<file path="src/rtl/priority_encoder_reg.sv">
// Registered priority encoder: sticky pending register, lowest unmasked index
// presented as a binary code under a valid/ack handshake.
module priority_encoder_reg #(
  parameter int WIDTH = 4
) (
  input  logic                  clk,
  input  logic                  rst_n,
  input  logic                  clken,
  input  logic [2**WIDTH-1:0]   req,
  input  logic [2**WIDTH-1:0]   mask,
  input  logic                  ack,
  output logic                  valid,
  output logic [WIDTH-1:0]      code,
  output logic                  pend_any
);

  localparam int N = 2**WIDTH;

  typedef enum logic [1:0] {
    IDLE,
    PRESENT,
    GAP
  } state_t;

  state_t           r_state;
  logic [N-1:0]     r_pend;
  logic             r_valid;
  logic [WIDTH-1:0] r_code;
  logic             r_pend_any;

  logic [N-1:0]     w_clr;
  logic             w_cand_vld;
  logic [WIDTH-1:0] w_cand_idx;

  // Scan from the top down so the lowest qualifying index is the last to win.
  always_comb begin
    w_cand_vld = 1'b0;
    w_cand_idx = '0;
    for (int i = N - 1; i >= 0; i--) begin
      if (r_pend[i] && !mask[i]) begin
        w_cand_vld = 1'b1;
        w_cand_idx = WIDTH'(i);
      end
    end
  end

  always_comb begin
    w_clr = '0;
    if (r_valid && ack) w_clr[r_code] = 1'b1;
  end

  always_ff @(posedge clk) begin
    if (!rst_n) begin
      r_state    <= IDLE;
      r_pend     <= '0;
      r_valid    <= 1'b0;
      r_code     <= '0;
      r_pend_any <= 1'b0;
    end else if (clken) begin
      // A request in the same cycle as its ack re-sets the bit (set wins).
      r_pend     <= (r_pend & ~w_clr) | req;
      r_pend_any <= |r_pend;
      case (r_state)
        IDLE, GAP: begin
          if (w_cand_vld) begin
            r_code  <= w_cand_idx;
            r_valid <= 1'b1;
            r_state <= PRESENT;
          end else begin
            r_valid <= 1'b0;
            r_state <= IDLE;
          end
        end
        PRESENT: begin
          if (ack) begin
            r_valid <= 1'b0;
            r_state <= GAP;
          end
        end
        default: begin
          r_valid <= 1'b0;
          r_state <= IDLE;
        end
      endcase
    end
  end

  assign valid    = r_valid;
  assign code     = r_code;
  assign pend_any = r_pend_any;

endmodule

</file>
<file path="config.mk">
export PLATFORM = sky130hd
export DESIGN_NAME = priority_encoder_reg
export DESIGN_NICKNAME = d
export VERILOG_FILES = /design/src/rtl/priority_encoder_reg.sv
export SDC_FILE = /design/constraint.sdc
export NUM_CORES = 1
export LEC_CHECK = 0
export ABC_AREA = 1
export BUFFER_PORTS_ARGS = -buffer_cell sky130_fd_sc_hd__buf_4
export CORE_ASPECT_RATIO = 0.5
export CORE_MARGIN = 2
export CORE_UTILIZATION = 24
export DETAILED_ROUTE_END_ITERATION = 10
export PLACE_DENSITY = 0.45
export SLEW_MARGIN = 10
export SYNTH_ARGS = -nofsm -noshare
export SYNTH_HDL_FRONTEND = slang
export SYNTH_SLANG_ARGS = --single-unit
</file>
<file path="constraint.sdc">
create_clock -name clk -period 4.4 [get_ports clk]
set_clock_uncertainty 0.05 [all_clocks]
set_input_delay 0.22 -clock clk [delete_from_list [all_inputs] [get_ports clk]]
set_output_delay 0.22 -clock clk [all_outputs]
set_load 0.005 [all_outputs]
</file>
==> key figures <==
Route
  • DR iter-0 viols: 79
  • Via Count: 1338
  • WL final: 3.74 mm
  • Pre-antenna DRT Iters: 4
  • # DRC: 0
  • Vias per cell: 4.33
  • Final ANT Viol Nets: 0
  • WL/cell: 12.1 um

CTS
  • CTS clk-pin slew, worst paths: 90 ps
  • CTS Root Cell: clkbuf_8
  • # H-tree levels: 1
  • Post-CTS Repair Setup Buffers: 0
  • Sink Count: 24
  • Post_cts resized: 0
  • Hold_buf cts: 0
  • Clk Latency, worst-skew pair: 270 ps
  • CTS tree: done
  • Number of buffers created by CTS: 3
  • Clock buffer depth: 2

Setup path
  • Reg2reg end: code[2]
  • Crit-path cells: inv_1 > or2_1 > nand2_2 > nor3_1 > nand2_1 > nand2_1 > nand2_2 > inv_2 > nor2_2 > nand2_1 > nor3_2 > a21oi_1 > nor2_1
  • Worst Reg-to-Reg Cells: 13
  • Worst path max stage delay: 360 ps
  • Worst Path Buf+Inv: 2
  • R2R Path Start: r_pend[4]
  • Setup crit start kind: register
  • Critical Path RT: 4560 ps
  • Crit path max fanout: 4
  • Critical path type: register to register
  • Crit end category: register
  • Critical path's slowest cell: dfxtp_1
  • CP delay by family, top: simple AND/OR/NAND/NOR gates
  • CP Data Arrival Time: 1790 ps
  • R2r setup slk: between 2000 and 3000 ps
  • Most numerous cell on the critical path: nand2_1

Yosys
  • Share of the synthesized area in the top cell type: 0.381
  • FF+latch count, synth: 24
  • Synth cell types: 24
  • Cell count after synthesis: 198
  • Mapped Area: 0.00126 sq mm
  • Most frequent cell after synthesis: nand2_1
  • Post-synth EDFFs: 0
  • Top post-synthesis cells by count: 59 x nand2_1, 28 x inv_1, 24 x dfxtp_1
  • Sequential share of the synthesized area: 0.381
  • Main flop type after synthesis: dfxtp_1
  • Synth async-reset ratio: 0
  • Ranking of synthesized cells by area: dfxtp_1 38%, nand2_1 18%, a21oi_1 8.7%, inv_1 8.3%, o21ai_0 7.5%
  • Syn_nets: around 230
  • Syn_area_per_cell: 6.38 sq um
  • Ys Warns: 0
  • Area leader, netlist: dfxtp_1

STA
  • RSZ-0062 raised after global routing: no
  • Setup TNS: 0 ps
  • Max-slew headroom: 0.526
  • Hold Vio Cnt, Final: 0
  • Minimum clock period: 1630 ps
  • Final Max Slew Viols: 0
  • Fmax: 612 MHz
  • Final setup viols: 0
  • Final Cycle Share: 0.371
  • Worst-margin pin slew: 710 ps

Worst hold path
  • Hold Crit Start: rst_n
  • Hold worst-path end: r_state[0]
  • Hold crit path type: input pin to register
  • Hold Path Depth: 3

Final layout
  • Area Growth Syn to Fin: 34.4%
  • Share of layout cells above drive strength 1: 0.230
  • Post-layout util: 0.339
  • ANT cells: 0
  • Final #Nets: 276

Floorplan
  • IO Pins: 42
  • Die height: 55.3 um
  • Die W: 107 um
  • Core area: 0.00500 sq mm
  • DIE AREA: 0.00589 sq mm
  • Starting Density: 0.253
  • Rows: 18

Power and ir drop
  • Worst vdd ir: 0.129 mV
  • LEAKAGE: ~0.82 nW
  • Tot Pwr: ~0.00053 W
  • Power per standard cell area: 312 mW/mm^2

GRT
  • Largest net degree at the start of global routing: 22
  • Number of global-route vias before repair: 1286
  • Congestion Overflow GR: 0
  • GRT Total Usage: 0.137
  • First-pass GRT wire length: ~6.2 mm
  • Initial antenna violation count: 0

Place
  • Input/output buffers: 41
  • Post-DP HPWL: 2.98 mm
  • Final Wtd Congestion: between 0.7 and 0.8

Status
  • Status: completed

Run
  • Maxcap violations: 0
## cells by family (layout without fill, tap and decap cells)
group           after synthesis  in the layout  synth area share
simple gates                 96             96             0.336
compound gates               45             45             0.184
buf+inv                      33             74            0.0991
flops                        24             24             0.381
## per-layer routing
metal | global-route usage | vias to the layer above | wire length (um)
li1 | - | 710 | -
met1 | 0.216 | 595 | 1970
met2 | 0.181 | 31 | 1530
met3 | 0.0354 | 2 | 208
met4 | 0.0278 | 0 | 27
met5 | 0 | - | 0
## registers in the layout, summed over array words and instances, names as in the netlist
name	count
r_pend	16
code	4
valid	1
r_state	2
pend_any	1
## report_power, final
part | internal [W] | switching [W] | leakage (nW)
clock | 0.0000800 | 0.0000750 | 0.0288
combinational | 0.0000578 | 0.0000652 | 0.595
sequential | 0.000235 | 0.0000158 | 0.199
## cell usage in the layout, fill, tap and decap left out
cell type  instances
nand2_2            3
nand2_1           59
a41oi_1            1
nand2_4            1
or2_1              3
clkbuf_8           4
dfxtp_1           24
inv_2              1
nor3_2             1
a31oi_1            1
o21ai_0           19
or2_4              2
a21oi_1           22
buf_4             41
nor2_2             1
or2_2              1
nand3_1            3
o21ai_1            1
nor4_1             4
nor3_1             3
o31ai_1            1
nor2_1            14
inv_1             28
nand4_1            1
## worst register-to-register path, cell delays in order, from the launching register on
cell and delay (ps):
dfxtp_1 360, inv_1 40, or2_1 250, nand2_2 100
nor3_1 50, nand2_1 70, nand2_1 70, nand2_2 90
inv_2 60, nor2_2 110, nand2_1 70, nor3_2 110
a21oi_1 50, nor2_1 80
## how the worst max path moves through the flow
stage / startpoint / end / slack, ps / cells after the start
floorplan: r_pend[3] / code[2] / 2990 / 13
global placement: r_pend[4] / code[2] / 2760 / 13
global route: r_pend[4] / code[2] / 2550 / 13
finish: r_pend[4] / code[2] / 2770 / 13
detailed placement: r_pend[4] / code[2] / 2770 / 13
CTS: r_pend[4] / code[2] / 2740 / 13
## stage by stage
| step | area [sq um] | worst slack, ps | hold slack (ps) | instances |
|---|---|---|---|---|
| after floorplan | 1260 | 2990 | 293 | 198 |
| after global placement | 1640 | 2760 | 413 | 305 |
| after detailed placement | 1640 | 2770 | 420 | 305 |
| after CTS | 1700 | 2740 | 139 | 309 |
| after global routing | 1700 | 2550 | 142 | 309 |
| final | 1700 | 2770 | 135 | 309 |
## cell type report
cell class	instances	area, sq um
Sequential cell	24	480
Multi-Input combinational cell	141	657
Inverter	29	109
Clock buffer	4	55.1
Tap cell	70	87.6
Timing Repair Buffer	41	308
Fill cell	568	3300
Note: power is estimated with default switching activity, not from simulation.
